<file path="src/rtl/alu_issue_ctrl.sv">
// alu_issue_ctrl
//   Two-stage issue/response controller wrapped around an external
//   combinational ALU.
//   Stage E registers the operands and the decoded ALU control (plus the
//   branch kind and an illegal flag) and drives them straight to the ALU.
//   Stage R captures the ALU answer and derives the branch-taken bit.
//   Both stages use valid/ready handshakes, so full throughput is one
//   request per cycle.
//
// Ports
//   clk, rst                        clock, synchronous active-high reset
//   in_valid / in_ready             upstream request handshake
//   alu_op, funct3, funct7          decode fields
//   op_a, op_b                      operands
//   alu_in1, alu_in2, alu_ctrl      drive to the external ALU (from stage E)
//   alu_result, alu_zero            ALU answer, valid in the same cycle
//   out_valid / out_ready           downstream response handshake
//   out_result, out_zero,
//   out_taken, out_illegal          response payload (from stage R)
//   illegal_count                   saturating count of accepted illegal requests
module alu_issue_ctrl #(
  parameter int CNT_W = 8
) (
  input  logic             clk,
  input  logic             rst,
  input  logic             in_valid,
  output logic             in_ready,
  input  logic [1:0]       alu_op,
  input  logic [2:0]       funct3,
  input  logic [6:0]       funct7,
  input  logic [31:0]      op_a,
  input  logic [31:0]      op_b,
  output logic [31:0]      alu_in1,
  output logic [31:0]      alu_in2,
  output logic [3:0]       alu_ctrl,
  input  logic [31:0]      alu_result,
  input  logic             alu_zero,
  output logic             out_valid,
  input  logic             out_ready,
  output logic [31:0]      out_result,
  output logic             out_zero,
  output logic             out_taken,
  output logic             out_illegal,
  output logic [CNT_W-1:0] illegal_count
);

  typedef enum logic [2:0] {BR_NONE, BR_EQ, BR_NE, BR_LT, BR_GE} br_t;

  localparam logic [6:0] F7_ZERO = 7'b0000000;
  localparam logic [6:0] F7_ALT  = 7'b0100000;
  localparam logic [3:0] CTRL_ILLEGAL = 4'b1111;

  // Plain R-type mapping with funct7 = 0000000.
  function automatic logic [3:0] base_ctrl(input logic [2:0] f3);
    case (f3)
      3'b000:         base_ctrl = 4'b0010; // ADD
      3'b001:         base_ctrl = 4'b0110; // SLL
      3'b010, 3'b011: base_ctrl = 4'b0101; // SLT
      3'b100:         base_ctrl = 4'b0100; // XOR
      3'b101:         base_ctrl = 4'b0111; // SRL
      3'b110:         base_ctrl = 4'b0001; // OR
      default:        base_ctrl = 4'b0000; // AND
    endcase
  endfunction

  // Stage E
  logic        r_e_valid;
  logic [31:0] r_alu_in1;
  logic [31:0] r_alu_in2;
  logic [3:0]  r_alu_ctrl;
  br_t         r_e_br;
  logic        r_e_illegal;
  // Stage R
  logic        r_r_valid;
  logic [31:0] r_out_result;
  logic        r_out_zero;
  logic        r_out_taken;
  logic        r_out_illegal;
  logic [CNT_W-1:0] r_illegal_count;

  logic [3:0] w_ctrl;
  logic       w_illegal;
  br_t        w_br;
  logic       w_transfer;
  logic       w_accept;
  logic       w_taken;

  always_comb begin
    w_ctrl    = 4'b0010;
    w_illegal = 1'b0;
    w_br      = BR_NONE;
    case (alu_op)
      2'b00: w_ctrl = 4'b0010;
      2'b10: begin
        if (funct7 == F7_ZERO)                        w_ctrl = base_ctrl(funct3);
        else if (funct7 == F7_ALT && funct3 == 3'b000) w_ctrl = 4'b0011; // SUB
        else if (funct7 == F7_ALT && funct3 == 3'b101) w_ctrl = 4'b1000; // SRA
        else                                          w_illegal = 1'b1;
      end
      2'b11: begin
        // Immediate forms: funct7 only carries meaning for the shifts.
        case (funct3)
          3'b000: w_ctrl = 4'b0010;
          3'b001: begin
            if (funct7 == F7_ZERO) w_ctrl = 4'b0110;
            else                   w_illegal = 1'b1;
          end
          3'b101: begin
            if (funct7 == F7_ZERO)     w_ctrl = 4'b0111;
            else if (funct7 == F7_ALT) w_ctrl = 4'b1000;
            else                       w_illegal = 1'b1;
          end
          default: w_ctrl = base_ctrl(funct3);
        endcase
      end
      default: begin
        case (funct3)
          3'b000:         begin w_ctrl = 4'b0011; w_br = BR_EQ; end
          3'b001:         begin w_ctrl = 4'b0011; w_br = BR_NE; end
          3'b100, 3'b110: begin w_ctrl = 4'b0101; w_br = BR_LT; end
          3'b101, 3'b111: begin w_ctrl = 4'b0101; w_br = BR_GE; end
          default:        w_illegal = 1'b1;
        endcase
      end
    endcase
    if (w_illegal) begin
      w_ctrl = CTRL_ILLEGAL;
      w_br   = BR_NONE;
    end
  end

  assign w_transfer = r_e_valid && (!r_r_valid || out_ready);
  assign in_ready   = !r_e_valid || w_transfer;
  assign w_accept   = in_valid && in_ready;

  // Illegal requests carry BR_NONE, so they can never report taken.
  always_comb begin
    case (r_e_br)
      BR_EQ:   w_taken = alu_zero;
      BR_NE:   w_taken = !alu_zero;
      BR_LT:   w_taken = alu_result[0];
      BR_GE:   w_taken = !alu_result[0];
      default: w_taken = 1'b0;
    endcase
  end

  always_ff @(posedge clk) begin
    if (rst) begin
      r_e_valid       <= 1'b0;
      r_alu_in1       <= '0;
      r_alu_in2       <= '0;
      r_alu_ctrl      <= CTRL_ILLEGAL;
      r_e_br          <= BR_NONE;
      r_e_illegal     <= 1'b0;
      r_r_valid       <= 1'b0;
      r_out_result    <= '0;
      r_out_zero      <= 1'b0;
      r_out_taken     <= 1'b0;
      r_out_illegal   <= 1'b0;
      r_illegal_count <= '0;
    end else begin
      if (w_accept) begin
        r_e_valid   <= 1'b1;
        r_alu_in1   <= op_a;
        r_alu_in2   <= op_b;
        r_alu_ctrl  <= w_ctrl;
        r_e_br      <= w_br;
        r_e_illegal <= w_illegal;
        if (w_illegal && (r_illegal_count != {CNT_W{1'b1}}))
          r_illegal_count <= r_illegal_count + 1'b1;
      end else if (w_transfer) begin
        r_e_valid <= 1'b0;
      end

      if (w_transfer) begin
        r_r_valid     <= 1'b1;
        r_out_result  <= alu_result;
        r_out_zero    <= alu_zero;
        r_out_taken   <= w_taken;
        r_out_illegal <= r_e_illegal;
      end else if (out_ready && r_r_valid) begin
        r_r_valid <= 1'b0;
      end
    end
  end

  assign alu_in1       = r_alu_in1;
  assign alu_in2       = r_alu_in2;
  assign alu_ctrl      = r_alu_ctrl;
  assign out_valid     = r_r_valid;
  assign out_result    = r_out_result;
  assign out_zero      = r_out_zero;
  assign out_taken     = r_out_taken;
  assign out_illegal   = r_out_illegal;
  assign illegal_count = r_illegal_count;

endmodule

</file>
<file path="config.mk">
export PLATFORM = sky130hd
export DESIGN_NAME = alu_issue_ctrl
export DESIGN_NICKNAME = d
export VERILOG_FILES = /design/src/rtl/alu_issue_ctrl.sv
export SDC_FILE = /design/constraint.sdc
export NUM_CORES = 1
export LEC_CHECK = 0
export CORE_ASPECT_RATIO = 0.75
export CORE_MARGIN = 8
export CORE_UTILIZATION = 36
export DETAILED_ROUTE_END_ITERATION = 6
export GPL_ROUTABILITY_DRIVEN = 0
export MAX_ROUTING_LAYER = met4
export PLACE_DENSITY_LB_ADDON = 0.05
export SYNTH_ARGS = -nofsm -noshare
export SYNTH_HDL_FRONTEND = slang
export SYNTH_SLANG_ARGS = --single-unit
</file>
<file path="constraint.sdc">
create_clock -name clk -period 1.7 [get_ports clk]
set_clock_uncertainty 0.2 [all_clocks]
set_input_delay 0.255 -clock clk [delete_from_list [all_inputs] [get_ports clk]]
set_output_delay 0.255 -clock clk [all_outputs]
set_load 0.005 [all_outputs]
</file>
==> results.yml <==
status:
  outcome: "finished with violations"
  violations: "setup timing"
setup_path:
  cp.depth: 6
  path_class: "reg2reg"
  crit_path_end_kind: "flip-flop"
  crit_required_ns: 1.78
  crit_family: "simple AND/OR/NAND/NOR gates"
  crit_top_cell: "nand4_1"
  r2r_cells: 6
  crit_arrival_ns: 1.93
  slowest_delay_ns: 0.33
  critPathBufInv: 0
  path_cells: "ha_4 > and4_4 > nand4_1 > nand4_1 > nor3_2 > mux2_4"
  crit_fanout: 6
  worstSetupStartpointType: "flip-flop"
  cpMaxStageDelayCell: "dfxtp_2"
synth:
  synth_edf_count: 0
  synth_flop_cell: "dfxtp_1"
  synth.avg_cell_area_sq_um: 7.850
  yosysUniqueCellTypes: 45
  async_flop_share_pct: 0
  yosysSeqAreaShare_pct: 51.71
  synthCells: 577
  synth_warnings: 0
  syn-cell-area_sq_mm: 0.004529
  ys_ff_latch: 117
  syn-num-nets: 691
cells_and_area:
  nNetsFinal: 939
  seq_area_sq_mm: 0.002357
  multi_input_area_sq_mm: 0.002078
  fin_util_pct: 63.98
  drive_above_1_share_pct: 14.34
  area_delta_synth_final_pct: 73.20
  stdcell_area_sq_mm: 0.007845
  fin_cells: 1004
  fillers: 1107
  final_cell_mix: "214 x nand2_1, 116 x dlygate4sd2_1, 110 x a21oi_1, 107 x dfxtp_1, 99 x clkdlybuf4s50_1"
  final_common_cell: "nand2_1"
sta:
  setup_ws_ns: -0.1452
  hold_viol: 0
  rsz0062_at_grt: "yes"
  finalSetupTns_ns: -0.5015
  holdWs_ns: 0.1075
  fin_crit_ns: 1.845
  timing.fmax_mhz: 542.0
  max_slew_margin_pct: 70.19
  setup-violations-final: 7
  slew_violations: 0
  worstMarginPinSlew_ns: 0.4471
  post-route-period-util_pct: 108.5
global_routing:
  grt_use_total_pct: 18.79
  antenna_found_initial: 1
  first_global_vias: 4824
  grt_pass1_wl_mm: 24.51
  grt-ovfl-total: 0
  grt_max_degree: 41
power:
  p_sw_share_pct: 22.00
  power_density_mw_per_mm2: 981.0
  p_comb_share_pct: 13.1
  p_switching_mw: 1.693
  vdd_ir_drop_max_uv: 697.5
  p_seq_share_pct: 38.4
  p_int_mw: 6.003
  power_frac_clock_pct: 48.4
  finalPower_mw: 7.696
  p_leak_nw: 3.524
drt:
  via_count: 4762
  drcViolationCount: 0
  viasPerCell: 4.743
  post_drt_wl_per_cell_um: 15.25
  totalWireLength_mm: 15.32
  drt_pass1_iterations: 5
  antenna_left: 0
  drt_iter0_markers: 201
cts:
  htree_num_levels: 4
  clock_latency_ns: 0.40
  clkSinkCount: 117
  cts_tree: "done"
  cts_made_buffers: 17
  clockBufferDepth: 2
  clkTransAtPathRegs_ns: 0.05
  root_buffer: "clkbuf_16"
place:
  dp_slack_ns: -0.7205
  port_buffers: 225
  placed_area_sq_mm: 0.007238
  placed_cells: 967
  dpl.hpwl_mm: 11.24
floorplan:
  die_w_um: 145.5
  coreArea_sq_mm: 0.01226
  rows: 35
  die_y_um: 113.1
  ios: 226
  start_util_pct: 36.94
  die-area_sq_mm: 0.01646
worst_hold_path:
  hold_depth: 2
  hp-class: "in2reg"
flow_run:
  maxCapViolations: 0
per-layer routing:
metal	track usage, %	wire (um)	vias up
met5	-	0	-
met4	7.746	329	0
met3	8.573	1406	26
met2	30.16	7153	178
met1	19.99	6426	2160
li1	-	-	2398
state kept, by name (all words and copies together), names as in the netlist:
name,cells
alu_in1,32
out_valid,1
out_taken,1
illegal_count,8
out_illegal,1
r_e_illegal,1
r_e_br,3
alu_ctrl,4
out_zero,1
out_result,32
alu_in2,32
r_e_valid,1
cells by family (layout without fill, tap and decap cells):
| logic type | Yosys count | count (layout) | share of synthesized area (%) |
|---|---|---|---|
| simple gates | 273 | 273 | 25.61 |
| other cells | 0 | 1 | 0 |
| flops | 117 | 117 | 51.71 |
| fa+ha+maj | 1 | 1 | 0.2762 |
| mux | 8 | 8 | 1.906 |
| compound gates | 130 | 130 | 16.05 |
| buf+inv | 48 | 308 | 4.447 |
power groups by stage:
stage | clock network (mW) | logic (mW) | registers (mW)
2_1_floorplan | 0 | 0.350 | 3.03
4_1_cts | 3.82 | 1.02 | 2.96
5_1_grt | 3.96 | 1.11 | 2.97
3_3_place_gp | 0 | 1.07 | 3.01
6_report | 3.73 | 1.01 | 2.96
3_5_place_dp | 0 | 1.08 | 3.02
cell type report:
cell class | instances | area share [%]
well taps | 166 | 2.648
clock inverters | 10 | 1.946
flip-flops and latches | 117 | 30.05
diodes | 1 | 0.03190
inverters | 6 | 0.2871
multi-input cells | 412 | 26.49
clock buffers | 21 | 5.997
repair buffers | 271 | 32.55
path summary, 6_finish.rpt:
kind                                                       to  slack, ns                          start
worst max-delay path            illegal_count[4]$_SDFFE_PP0P_      -0.15  illegal_count[1]$_SDFFE_PP0P_
worst min-delay path                 alu_in2[24]$_SDFFE_PP0P_       0.11                            rst
worst max register to register  illegal_count[4]$_SDFFE_PP0P_      -0.15  illegal_count[1]$_SDFFE_PP0P_
worst min register to register       alu_in2[18]$_SDFFE_PP0P_       0.25       alu_in2[18]$_SDFFE_PP0P_
timing repair:
| item | CTS | global route |
|---|---|---|
| endpoints found under the setup margin | 126 | 29 |
| hold buffers | 0 | 0 |
| setup buffers | 4 | 0 |
| cloned | 1 | 0 |
| pin swaps | 13 | 10 |
| resized for setup | 158 | 15 |
cell usage after synthesis (all sizes together), types with 2 or more instances:
cell type | n | area (sq um)
a211oi | 2 | 32.53
a21oi | 111 | 566.8
a31oi | 2 | 12.51
and2 | 3 | 18.77
and3 | 2 | 12.51
buf | 10 | 58.80
clkbuf | 32 | 120.1
dfxtp | 117 | 2342
inv | 6 | 22.52
mux2 | 5 | 56.30
mux2i | 3 | 30.03
nand2 | 217 | 814.5
nand2b | 3 | 28.78
nand3 | 6 | 30.03
nand3b | 2 | 15.01
nand4 | 6 | 37.54
nor2 | 11 | 41.29
nor2b | 6 | 37.54
nor3 | 7 | 40.04
nor4 | 2 | 18.77
o2111ai | 3 | 26.28
o21ai | 4 | 20.02
o31ai | 3 | 22.52
Power figures use the tool's default switching activity.
